===== src/rtl/ddr_arb_pkg.sv =====
// Shared types and helpers for the two-port DDR word-memory arbiter.
package ddr_arb_pkg;

    typedef enum logic [1:0] {
        IDLE,
        RD_WAIT,
        RESP
    } state_t;

    localparam logic [3:0] STRB_FULL = 4'hF;

    function automatic logic [31:0] merge_bytes(
        input logic [31:0] old_word,
        input logic [31:0] new_word,
        input logic [3:0]  strb
    );
        logic [31:0] m;
        for (int i = 0; i < 4; i++) begin
            m[i*8 +: 8] = strb[i] ? new_word[i*8 +: 8] : old_word[i*8 +: 8];
        end
        return m;
    endfunction

endpackage


===== src/rtl/ddr_arbiter_rr.sv =====
// Two-way round-robin grant; the previous winner loses a tie.
module rr_arbiter2
    import ddr_arb_pkg::*;
(
    input  logic [1:0] req,
    input  logic       last_grant,
    input  logic       en,
    output logic [1:0] gnt
);

    always_comb begin
        gnt = '0;
        if (en) begin
            unique case (req)
                2'b11:   gnt = last_grant ? 2'b01 : 2'b10;
                default: gnt = req;
            endcase
        end
    end

endmodule


===== src/rtl/ddr_arbiter.sv =====
// Round-robin bridge from two byte-strobed requesters onto a single
// word memory; partial writes are performed as read-modify-write.
module ddr_arbiter
    import ddr_arb_pkg::*;
#(
    parameter int DATA_WIDTH = 32,
    parameter int DEPTH      = 1024,
    localparam int AW        = $clog2(DEPTH)
) (
    input  logic                  clk,
    input  logic                  resetn,
    input  logic                  p0_valid,
    input  logic [31:0]           p0_addr,
    input  logic [DATA_WIDTH-1:0] p0_wdata,
    input  logic [3:0]            p0_wstrb,
    output logic                  p0_ready,
    output logic [DATA_WIDTH-1:0] p0_rdata,
    output logic                  p0_err,
    input  logic                  p1_valid,
    input  logic [31:0]           p1_addr,
    input  logic [DATA_WIDTH-1:0] p1_wdata,
    input  logic [3:0]            p1_wstrb,
    output logic                  p1_ready,
    output logic [DATA_WIDTH-1:0] p1_rdata,
    output logic                  p1_err,
    output logic                  mem_rd_req,
    output logic                  mem_wr_req,
    output logic [AW-1:0]         mem_addr,
    output logic [DATA_WIDTH-1:0] mem_wr_data,
    input  logic [DATA_WIDTH-1:0] mem_rd_data,
    input  logic                  mem_rd_valid
);

    state_t state_q, state_d;
    logic last_q, last_d;
    logic sel_q, sel_d;
    logic perr_q, perr_d;
    logic [31:0] wdata_q, wdata_d;
    logic [3:0] wstrb_q, wstrb_d;

    logic rd_d, wr_d;
    logic [AW-1:0] addr_d;
    logic [31:0] mwd_d, rd0_d, rd1_d;
    logic [1:0] rdy_d, err_d, gnt;
    logic [31:0] req_addr, req_wd;
    logic [3:0] req_ws;
    logic in_range;
    logic unused_lsb;

    assign unused_lsb = ^{p0_addr[1:0], p1_addr[1:0]};

    rr_arbiter2 u_rr (
        .req        ({p1_valid, p0_valid}),
        .last_grant (last_q),
        .en         (state_q == IDLE),
        .gnt        (gnt)
    );

    assign req_addr = gnt[1] ? p1_addr  : p0_addr;
    assign req_wd   = gnt[1] ? p1_wdata : p0_wdata;
    assign req_ws   = gnt[1] ? p1_wstrb : p0_wstrb;
    assign in_range = {2'b00, req_addr[31:2]} < 32'(DEPTH);

    always_comb begin
        state_d = state_q;
        last_d  = last_q;
        sel_d   = sel_q;
        perr_d  = perr_q;
        wdata_d = wdata_q;
        wstrb_d = wstrb_q;
        rd_d    = 1'b0;
        wr_d    = 1'b0;
        addr_d  = mem_addr;
        mwd_d   = mem_wr_data;
        rdy_d   = '0;
        err_d   = '0;
        rd0_d   = '0;
        rd1_d   = '0;
        unique case (state_q)
            IDLE: begin
                if (|gnt) begin
                    last_d  = gnt[1];
                    sel_d   = gnt[1];
                    wdata_d = req_wd;
                    wstrb_d = req_ws;
                    unique case (1'b1)
                        !in_range: begin
                            perr_d  = 1'b1;
                            state_d = RESP;
                        end
                        in_range && req_ws == STRB_FULL: begin
                            wr_d           = 1'b1;
                            addr_d         = req_addr[AW+1:2];
                            mwd_d          = req_wd;
                            rdy_d[gnt[1]]  = 1'b1;
                            state_d        = RESP;
                        end
                        default: begin
                            rd_d    = 1'b1;
                            addr_d  = req_addr[AW+1:2];
                            state_d = RD_WAIT;
                        end
                    endcase
                end
            end
            RD_WAIT: begin
                if (mem_rd_valid) begin
                    rdy_d[sel_q] = 1'b1;
                    state_d      = RESP;
                    if (wstrb_q == 4'h0) begin
                        if (sel_q) rd1_d = mem_rd_data;
                        else       rd0_d = mem_rd_data;
                    end else begin
                        wr_d  = 1'b1;
                        mwd_d = merge_bytes(mem_rd_data, wdata_q, wstrb_q);
                    end
                end
            end
            RESP: begin
                // Error responses spend one extra RESP cycle raising ready.
                if (perr_q) begin
                    perr_d       = 1'b0;
                    rdy_d[sel_q] = 1'b1;
                    err_d[sel_q] = 1'b1;
                end else begin
                    state_d = IDLE;
                end
            end
            default: state_d = IDLE;
        endcase
    end

    always_ff @(posedge clk or negedge resetn) begin
        if (!resetn) begin
            state_q     <= IDLE;
            last_q      <= 1'b1;
            sel_q       <= 1'b0;
            perr_q      <= 1'b0;
            wdata_q     <= '0;
            wstrb_q     <= '0;
            mem_rd_req  <= 1'b0;
            mem_wr_req  <= 1'b0;
            mem_addr    <= '0;
            mem_wr_data <= '0;
            p0_ready    <= 1'b0;
            p1_ready    <= 1'b0;
            p0_err      <= 1'b0;
            p1_err      <= 1'b0;
            p0_rdata    <= '0;
            p1_rdata    <= '0;
        end else begin
            state_q     <= state_d;
            last_q      <= last_d;
            sel_q       <= sel_d;
            perr_q      <= perr_d;
            wdata_q     <= wdata_d;
            wstrb_q     <= wstrb_d;
            mem_rd_req  <= rd_d;
            mem_wr_req  <= wr_d;
            mem_addr    <= addr_d;
            mem_wr_data <= mwd_d;
            p0_ready    <= rdy_d[0];
            p1_ready    <= rdy_d[1];
            p0_err      <= err_d[0];
            p1_err      <= err_d[1];
            p0_rdata    <= rd0_d;
            p1_rdata    <= rd1_d;
        end
    end

endmodule


===== config.mk =====
export PLATFORM = sky130hd
export DESIGN_NAME = ddr_arbiter
export DESIGN_NICKNAME = d
export VERILOG_FILES = /design/src/rtl/ddr_arb_pkg.sv /design/src/rtl/ddr_arbiter_rr.sv /design/src/rtl/ddr_arbiter.sv
export SDC_FILE = /design/constraint.sdc
export NUM_CORES = 1
export LEC_CHECK = 0
export ABC_AREA = 0
export CORE_MARGIN = 2
export CORE_UTILIZATION = 30
export DETAILED_ROUTE_END_ITERATION = 16
export PLACE_DENSITY = 0.68
export SETUP_SLACK_MARGIN = 0.1
export SLEW_MARGIN = 40
export SYNTH_ARGS = -nofsm -noshare
export SYNTH_HDL_FRONTEND = slang
export SYNTH_HIERARCHICAL = 1
export SYNTH_SLANG_ARGS = --single-unit

===== constraint.sdc =====
create_clock -name clk -period 5.55 [get_ports clk]
set_input_delay 0.8325 -clock clk [delete_from_list [all_inputs] [get_ports clk]]
set_output_delay 0.8325 -clock clk [all_outputs]
set_load 0.02 [all_outputs]

==> results of run 1 <==
-- cell usage after synthesis --
cell	number	area share, %
and4_1	1	0.13
mux2i_1	110	16
o21a_1	1	0.11
dfstp_2	1	0.39
nand4_1	4	0.37
nor3_1	2	0.15
a32oi_1	1	0.13
o21ai_1	1	0.074
a21oi_1	13	0.97
a21o_1	1	0.11
nor2_1	17	0.95
o32ai_4	1	0.41
buf_6	3	0.50
nor2b_1	2	0.19
a21oi_2	1	0.13
o22ai_1	2	0.19
or3_1	1	0.093
nand3b_1	1	0.11
nand2_1	44	2.5
o21ai_0	38	2.8
nand3_1	1	0.074
inv_1	5	0.28
clkbuf_1	21	1.2
dfrtp_1	152	57
buf_2	7	0.52
mux2_2	3	0.50
nor2_2	1	0.093
nor4_1	9	0.84
a22o_1	2	0.26
buf_1	2	0.11
and2_1	66	6.2
nand4b_1	1	0.13
mux2_4	29	6.5
-- per-layer routing --
layer	global-route usage, %	vias to the layer above	routed length [µm]
li1	-	2434	-
met1	20.09	2396	7950
met2	26.67	155	9150
met3	5.101	23	1170
met4	5.723	0	371
met5	0	-	0
-- critical path: cells and delay by family --
kind	cells	cell delay [ns]
AO/OA/AOI/OAI	3	0.67
multiplexers	1	0.33
AND/OR/NAND/NOR	3	0.29
buffers and inverters	3	1.24
-- cell type report --
class | count | area, µm² | share of cell area, %
tap | 280 | 350.3 | 3.360
sequential | 153 | 3830 | 36.73
inverter | 5 | 18.77 | 0.1800
multi-input combinational | 353 | 2751 | 26.39
clock buffer | 18 | 439.2 | 4.212
timing repair buffer | 292 | 2902 | 27.83
clock inverter | 14 | 135.1 | 1.296
-- kinds of logic after synthesis --
logic type / Yosys count / share of synthesized area, %
AND/OR/NAND/NOR: 150 / 11.74
buffers and inverters: 38 / 2.591
flip-flops: 153 / 57.06
AO/OA/AOI/OAI: 61 / 5.219
multiplexers: 142 / 23.39
-- stage by stage --
step	power [µW]	hold WS, ns	instance area, µm²
after floorplan	1877	0.4496	6713
after global placement	2179	0.4594	9837
after detailed placement	2201	0.4700	9852
after CTS	3364	0.3946	10430
after global routing	3508	0.4066	10430
final	3305	0.3992	10430
-- power groups by stage --
stage	logic (µW)	clock network [µW]	registers, µW
2_1_floorplan	521	0	1360
3_3_place_gp	741	0	1440
3_5_place_dp	757	0	1440
4_1_cts	761	1180	1420
5_1_grt	838	1230	1440
6_report	744	1140	1420
-- state kept, by name, indices dropped and copies added (netlist names) --
name / count
p0_ready: 1
sel_q: 1
mem_wr_data: 32
wstrb_q: 4
wdata_q: 32
p1_rdata: 32
p0_rdata: 32
p1_err: 1
state_q: 2
last_q: 1
p1_ready: 1
p0_err: 1
mem_rd_req: 1
mem_wr_req: 1
perr_q: 1
mem_addr: 10
-- path summary, 6_finish.rpt --
path	startpoint	to	slack (ns)	depth (start not counted)
setup / recovery	p1_valid	mem_wr_data[9]$_DFFE_PN0P_	2.45	10
max in group asynchronous	resetn	mem_wr_data[17]$_DFFE_PN0P_	4.04	2
min in group clk	wdata_q[31]$_DFFE_PN0P_	wdata_q[31]$_DFFE_PN0P_	0.48	2
hold reg to reg	wdata_q[31]$_DFFE_PN0P_	wdata_q[31]$_DFFE_PN0P_	0.48	2
hold / removal	resetn	p1_rdata[9]$_DFF_PN0_	0.40	1
setup reg to reg	state_q[1]$_DFFE_PN0P_	mem_wr_data[9]$_DFFE_PN0P_	2.49	10
==> impl_metrics.env, run 1 <==
export IMPL_status="finished clean"
export IMPL_fp_dieH_um=153.6
export IMPL_ys_seq_area_share_pct=57.05
export IMPL_instances_no_fill=1115
export IMPL_cts_buffers=17
export IMPL_grt_pass1_wl_um=29650
export IMPL_drc_errors=0
export IMPL_finalCritPeriodShare_pct=55.81
export IMPL_crit_path_end_kind="register"
export IMPL_utilization_pct=47.63
export IMPL_placed_cells=1083
export IMPL_die_area_mm2=0.02359
export IMPL_core_mm2=0.02189
export IMPL_pin_count=285
export IMPL_antenna_found_initial=0
export IMPL_overflow=0
export IMPL_final_cell_mix="279 x clkdlybuf4s50_1, 152 x dfrtp_1, 110 x mux2i_1"
export IMPL_drt_first_pass_iters=4
export IMPL_crit_chain="clkdlybuf4s50_1, nand2_1, a21oi_4, buf_4, nor2_1, nand2_1, o32ai_4, a21oi_4, buf_4, mux2_4"
export IMPL_maxCapViolations=0
export IMPL_diodes=0
export IMPL_syn_to_final_growth_pct=55.32
export IMPL_gp_congestion=0.7486
export IMPL_grt_use_total_pct=16.19
export IMPL_vias_per_cell=4.491
export IMPL_cts_tree="done"
export IMPL_cts_hold_buf=0
export IMPL_fin_ws_ns=2.452
export IMPL_fin_skew_ns=0.007664
export IMPL_drive_above_1_share_pct=10.30
export IMPL_crit_arrival_ns=3.40
export IMPL_cts_root_buf="clkbuf_16"
export IMPL_peakVddDrop_uv=177.3
export IMPL_switching_share_pct=30.93
export IMPL_dp_hpwl_um=13530
export IMPL_grt_pass1_vias=5258
export IMPL_yosysUniqueCellTypes=33
export IMPL_setup_viol=0
export IMPL_relSlewSlack_pct=52.40
export IMPL_drt_initial_drc_count=177
export IMPL_yosysWarnings=6
export IMPL_clock_power_share_pct=34.5
export IMPL_tns_ns=0
export IMPL_syn_cell_area_mm2=0.006713
export IMPL_initial_core_util_pct=30.66
export IMPL_wl_um=18640
export IMPL_ys_ff_latch=153
export IMPL_num_rows=54
export IMPL_slowest_stage="clkdlybuf4s50_1"
export IMPL_wl_per_cell_um=16.72
export IMPL_power_density_mw_per_mm2=317.0
export IMPL_worst_pin_slew_ns=0.7132
export IMPL_post_cts_resize_count=0
export IMPL_slowest_delay_ns=0.48
export IMPL_report_final_hold_viol_count=0
export IMPL_clk_latency_ns=0.42
export IMPL_pre_cts_ws_ns=1.969
export IMPL_die_w_um=153.6
export IMPL_ctsHtreeMaxLevel=4
export IMPL_grt_max_degree=74
export IMPL_slew_viol_final=0
export IMPL_portBuffers=280
export IMPL_avgSynthCellArea_um2=12.34
export IMPL_comb_power_share_pct=22.5
export IMPL_hold_class="primary input to async pin"
export IMPL_critical_path_class="primary input to register"
export IMPL_vias=5008
export IMPL_clock_sinks=153
export IMPL_min_period_ns=3.098
export IMPL_netlist_instances=544
export IMPL_rsz0062_at_grt="no"
export IMPL_crit_required_ns=5.85
export IMPL_intPower_uw=2283
export IMPL_start_kind="primary input"
export IMPL_p_seq_share_pct=43.0
export IMPL_n_fill_cell=2047
export IMPL_final_common_cell="clkdlybuf4s50_1"
export IMPL_antenna_left=0
export IMPL_fmax_mhz=322.8
export IMPL_cts_setup_buffers=0
export IMPL_synth_nets=717
export IMPL_clk_path_buf_depth=2
export IMPL_p_leak_uw=0.004599
export IMPL_p_switching_uw=1022
export IMPL_clkTransAtPathRegs_ns=0.06
export IMPL_critPathMaxFanout=26
export IMPL_num_nets_final=995
(Power assumes the default switching activity.)
==> inputs of run 2 (changes only) <==
--- a/config.mk
+++ b/config.mk
@@ -9,7 +9,7 @@
 export CORE_MARGIN = 2
 export CORE_UTILIZATION = 30
 export DETAILED_ROUTE_END_ITERATION = 16
-export PLACE_DENSITY = 0.68
+export PLACE_DENSITY = 0.7
 export SETUP_SLACK_MARGIN = 0.1
 export SLEW_MARGIN = 40
 export SYNTH_ARGS = -nofsm -noshare
==> constraint.sdc (replaced) <==
create_clock -name clk -period 2.5 [get_ports clk]
set_input_delay 0.375 -clock clk [delete_from_list [all_inputs] [get_ports clk]]
set_output_delay 0.375 -clock clk [all_outputs]
set_load 0.02 [all_outputs]
==> impl_metrics.env, run 2 (synthesized netlist as in run 1, its figures left out) <==
export IMPL_grt_pass1_vias=5402
export IMPL_power_density_mw_per_mm2=702.1
export IMPL_placed_cells=1094
export IMPL_r2r_start="state_q[1]$_DFFE_PN0P_"
export IMPL_fmax_mhz=453.8
export IMPL_stdcell_area_mm2=0.01061
export IMPL_drc_errors=0
export IMPL_pin_count=285
export IMPL_clock_power_share_pct=34.0
export IMPL_min_period_ns=2.203
export IMPL_die_area_mm2=0.02359
export IMPL_fp_dieH_um=153.6
export IMPL_cts_tree="done"
export IMPL_rsz0062_at_grt="no"
export IMPL_drt_initial_drc_count=170
export IMPL_clkTransAtPathRegs_ns=0.07
export IMPL_worst_pin_slew_ns=0.6810
export IMPL_wl_um=18750
export IMPL_grt_max_degree=74
export IMPL_critPathMaxFanout=17
export IMPL_clock_sinks=153
export IMPL_finalCritPeriodShare_pct=88.14
export IMPL_crit_start="state_q[1]$_DFFE_PN0P_"
export IMPL_crit_path_end_kind="register"
export IMPL_slowest_delay_ns=0.42
export IMPL_die_w_um=153.6
export IMPL_p_leak_uw=0.004696
export IMPL_num_nets_final=1008
export IMPL_clk_path_buf_depth=2
export IMPL_slew_viol_final=0
export IMPL_overflow=0
export IMPL_syn_to_final_growth_pct=58.12
export IMPL_report_final_hold_viol_count=0
export IMPL_p_switching_uw=2306
export IMPL_drive_above_1_share_pct=11.56
export IMPL_crit_required_ns=2.80
export IMPL_dp_hpwl_um=13890
export IMPL_start_kind="register"
export IMPL_crit_chain="nor2_2, nand2_1, a21oi_4, buf_12, o21ai_4, o32ai_4, a21oi_4, buf_12, mux2_4"
export IMPL_final_common_cell="clkdlybuf4s50_1"
export IMPL_portBuffers=280
export IMPL_relSlewSlack_pct=54.60
export IMPL_switching_share_pct=30.94
export IMPL_diodes=0
export IMPL_instances_no_fill=1128
export IMPL_placed_area_mm2=0.01000
export IMPL_comb_power_share_pct=25.6
export IMPL_final_cell_mix="279 x clkdlybuf4s50_1, 152 x dfrtp_1, 110 x mux2i_1"
export IMPL_ctsHtreeMaxLevel=4
export IMPL_vias=5085
export IMPL_clk_latency_ns=0.42
export IMPL_critical_path_class="register to register"
export IMPL_cp_top_family="compound AO/OA/AOI/OAI gates"
export IMPL_hold_class="primary input to async pin"
export IMPL_setup_viol=0
export IMPL_utilization_pct=48.49
export IMPL_vias_per_cell=4.508
export IMPL_fin_skew_ns=0.007719
export IMPL_crit_arrival_ns=2.51
export IMPL_drt_first_pass_iters=4
export IMPL_wl_per_cell_um=16.63
export IMPL_slowest_stage="dfrtp_1"
export IMPL_core_mm2=0.02189
export IMPL_gp_congestion=0.7573
export IMPL_grt_pass1_wl_um=30240
export IMPL_cts_root_buf="clkbuf_16"
export IMPL_intPower_uw=5146
export IMPL_antenna_left=0
export IMPL_status="finished clean"
export IMPL_critPathBufInv=2
export IMPL_cts_buffers=17
export IMPL_antenna_found_initial=0
export IMPL_maxCapViolations=0
export IMPL_num_rows=54
export IMPL_p_seq_share_pct=40.3
export IMPL_initial_core_util_pct=30.66
export IMPL_peakVddDrop_uv=447.0
export IMPL_grt_use_total_pct=16.47
==> run 2: worst paths after layout <==
kind                                              end  slack, ns  cells after the start
setup reg to reg           mem_wr_data[0]$_DFFE_PN0P_       0.30                      9
min in group clk              wdata_q[14]$_DFFE_PN0P_       0.48                      2
max in group asynchronous          last_q$_DFFE_PN1P_       1.32                      3
hold reg to reg               wdata_q[14]$_DFFE_PN0P_       0.48                      2
setup / recovery           mem_wr_data[0]$_DFFE_PN0P_       0.30                      9
hold / removal                  p1_rdata[7]$_DFF_PN0_       0.48                      2
==> run 2: worst reg2reg max path, cell delays in order (launching register included) <==
cell,delay (ns)
dfrtp_1,0.42
nor2_2,0.21
nand2_1,0.12
a21oi_4,0.15
buf_12,0.14
o21ai_4,0.07
o32ai_4,0.35
a21oi_4,0.12
buf_12,0.20
mux2_4,0.32
==> run 2: power by group through the flow <==
stage | clock network [µW] | registers [µW] | logic (µW)
after floorplan | 0 | 3010 | 1160
after global placement | 0 | 3030 | 1880
after detailed placement | 0 | 3050 | 1920
after CTS | 2620 | 3010 | 1930
after global routing | 2740 | 3050 | 2140
final | 2540 | 3000 | 1910
==> run 2: metal layers <==
layer | vias up | share of wire, % | GRT usage [%]
met5 | - | 0 | 0
met4 | 0 | 2.9 | 6.728
met3 | 29 | 6.1 | 4.820
met2 | 159 | 49 | 27.70
met1 | 2430 | 42 | 19.80
li1 | 2467 | - | -
==> run 2: final cells by class <==
type	count	area [µm²]
clock inverters	15	158.9
multi-input cells	353	2761
repair buffers	305	3069
inverters	5	18.77
clock buffers	17	425.4
flip-flops and latches	153	3830
fillers	2019	11280
well taps	280	350.3
==> run 2: stage by stage <==
step	worst slack, ns	hold WS [ns]	setup TNS [ns]	power (µW)
after global placement	0.03651	0.3679	0	4915
final	0.2966	0.4799	0	7452
after CTS	0.2096	0.4847	0	7554
after detailed placement	-0.003073	0.3656	-0.003073	4978
after floorplan	0.2887	0.07941	0	4168
after global routing	0.1768	0.5076	0	7930
==> run 2: repair_timing <==
action | 4_1_cts | 5_1_grt
setup endpoints to repair | 0 | 1
endpoints found under the hold margin | 49 | 0
hold buffers | 1 | 0
buffers inserted | 0 | 1
gates resized for setup | 0 | 0
==> inputs of run 3 (changes only) <==
--- a/config.mk
+++ b/config.mk
@@ -9,7 +9,8 @@
 export CORE_MARGIN = 2
 export CORE_UTILIZATION = 30
 export DETAILED_ROUTE_END_ITERATION = 16
-export PLACE_DENSITY = 0.7
+export GPL_TIMING_DRIVEN = 0
+export PLACE_DENSITY_LB_ADDON = 0.15
 export SETUP_SLACK_MARGIN = 0.1
 export SLEW_MARGIN = 40
 export SYNTH_ARGS = -nofsm -noshare
==> constraint.sdc (replaced) <==
create_clock -name clk -period 1.8 [get_ports clk]
set_input_delay 0.27 -clock clk [delete_from_list [all_inputs] [get_ports clk]]
set_output_delay 0.27 -clock clk [all_outputs]
set_load 0.02 [all_outputs]
==> impl_metrics.env, run 3 (synthesized netlist as in run 1, its figures left out) <==
export IMPL_grt_pass1_wl_um=34290
export IMPL_cts_root_buf="clkbuf_16"
export IMPL_critical_path_most_common_cell="a21oi_4"
export IMPL_power_uw=11880
export IMPL_power_density_mw_per_mm2=959.5
export IMPL_final_common_cell="clkdlybuf4s50_1"
export IMPL_crit_chain="nor2_4, nand2_2, a21oi_4, o21ai_2, o32ai_4, a21oi_4, buf_12, clkbuf_16, mux2_4"
export IMPL_violations="setup timing"
export IMPL_clk_latency_ns=0.43
export IMPL_clock_power_share_pct=28.5
export IMPL_clkTransAtPathRegs_ns=0.07
export IMPL_wl_per_cell_um=19.70
export IMPL_num_rows=54
export IMPL_switching_share_pct=32.46
export IMPL_core_mm2=0.02189
export IMPL_fp_dieH_um=153.6
export IMPL_crit_path_end_kind="register"
export IMPL_overflow=0
export IMPL_critPathBufInv=2
export IMPL_multiInputGateArea_mm2=0.003475
export IMPL_report_final_hold_viol_count=0
export IMPL_n_fill_cell=1845
export IMPL_gp_congestion=0.7582
export IMPL_die_w_um=153.6
export IMPL_pre_cts_ws_ns=-1.018
export IMPL_grt_use_total_pct=19.10
export IMPL_slew_viol_final=0
export IMPL_dp_hpwl_um=15850
export IMPL_placed_cells=1106
export IMPL_relSlewSlack_pct=72.57
export IMPL_die_area_mm2=0.02359
export IMPL_num_nets_final=1074
export IMPL_p_leak_uw=0.005858
export IMPL_instances_no_fill=1194
export IMPL_antenna_found_initial=0
export IMPL_maxCapViolations=0
export IMPL_crit_arrival_ns=2.45
export IMPL_cp_top_family="compound AO/OA/AOI/OAI gates"
export IMPL_clock_sinks=153
export IMPL_fmax_mhz=467.2
export IMPL_clk_path_buf_depth=2
export IMPL_p_switching_uw=3858
export IMPL_initial_core_util_pct=30.66
export IMPL_crit_required_ns=2.11
export IMPL_antenna_left=0
export IMPL_status="finished, violations left"
export IMPL_seqCellArea_mm2=0.003841
export IMPL_fin_ws_ns=-0.3406
export IMPL_p_seq_share_pct=35.6
export IMPL_grt_max_degree=73
export IMPL_worst_pin_slew_ns=0.4076
export IMPL_fin_skew_ns=0.01244
export IMPL_finalCritPeriodShare_pct=118.9
export IMPL_slowest_stage="dfrtp_1"
export IMPL_critPathMaxFanout=8
export IMPL_drive_above_1_share_pct=31.84
export IMPL_pin_count=285
export IMPL_final_cell_mix="245 x clkdlybuf4s50_1, 149 x dfrtp_1, 78 x mux2i_1"
export IMPL_wl_um=23530
export IMPL_drt_initial_drc_count=182
export IMPL_cts_buffers=17
export IMPL_slowest_delay_ns=0.41
export IMPL_comb_power_share_pct=35.9
export IMPL_vias=5627
export IMPL_tns_ns=-12.03
export IMPL_setup_viol=59
export IMPL_cts_tree="done"
export IMPL_syn_to_final_growth_pct=84.51
export IMPL_drt_first_pass_iters=4
export IMPL_portBuffers=280
export IMPL_drc_errors=0
export IMPL_ctsHtreeMaxLevel=4
export IMPL_diodes=0
export IMPL_grt_pass1_vias=5927
export IMPL_start_kind="register"
export IMPL_hold_class="primary input to async pin"
export IMPL_intPower_uw=8027
export IMPL_critical_path_class="register to register"
export IMPL_min_period_ns=2.141
export IMPL_rsz0062_at_grt="yes"
export IMPL_peakVddDrop_uv=720.1
export IMPL_vias_per_cell=4.713
==> run 3: worst register-to-register path: stages, from the launching register on <==
cell       delay, ns
dfrtp_1         0.41
nor2_4          0.15
nand2_2         0.07
a21oi_4         0.17
o21ai_2         0.10
o32ai_4         0.38
a21oi_4         0.10
buf_12          0.18
clkbuf_16       0.17
mux2_4          0.29
==> run 3: power by group through the flow <==
stage               clock network (µW)  logic [µW]  registers (µW)
global route                      3630        4600            4280
CTS                               3470        3790            4220
global placement                     0        2680            4200
floorplan                            0        1640            4190
finish                            3390        4260            4240
detailed placement                   0        2790            4220
==> run 3: area by class of cell <==
class,count,area share [%]
tap,280,2.829
multi-input combinational,353,28.05
timing repair buffer,341,30.15
sequential,153,31.01
inverter,5,0.1515
buffer,30,3.354
clock inverter,13,0.8688
clock buffer,19,3.576
==> run 3: worst paths after layout <==
kind	startpoint	endpoint	slack, ns	cells after the start
worst max-delay path	state_q[0]$_DFFE_PN0P_	mem_wr_data[25]$_DFFE_PN0P_	-0.34	9
worst min-delay path	resetn	mem_addr[8]$_DFFE_PN0P_	0.27	2
worst max register to register	state_q[0]$_DFFE_PN0P_	mem_wr_data[25]$_DFFE_PN0P_	-0.34	9
worst min register to register	wdata_q[31]$_DFFE_PN0P_	wdata_q[31]$_DFFE_PN0P_	0.49	2
max in group asynchronous	resetn	p0_rdata[28]$_DFF_PN0_	0.93	3
min in group clk	mem_rd_data[25]	p0_rdata[25]$_DFF_PN0_	0.47	2
==> run 3: stage by stage <==
stage | cell area [µm²] | hold WS, ns | utilization (%)
6_report | 12390 | 0.2693 | 56.58
5_1_grt | 12390 | 0.2837 | 56.58
4_1_cts | 11550 | 0.2580 | 52.74
3_5_place_dp | 9966 | 0.1210 | 45.52
3_3_place_gp | 9905 | 0.4611 | 45.24
2_1_floorplan | 6751 | -0.02559 | -
==> run 3: what timing repair did <==
item	4_1_cts	5_1_grt
cloned	6	7
setup buffers	22	25
pin swaps	27	16
endpoints found under the hold margin	55	0
hold buffers	1	0
gates resized for setup	202	160
endpoints found under the setup margin	159	170
==> run 3: metal layers <==
metal	GRT usage [%]	up-vias	wire length, µm
li1	-	2600	-
met1	23.20	2821	9493
met2	33.93	187	12710
met3	3.664	19	1049
met4	6.553	0	277
met5	0	-	0
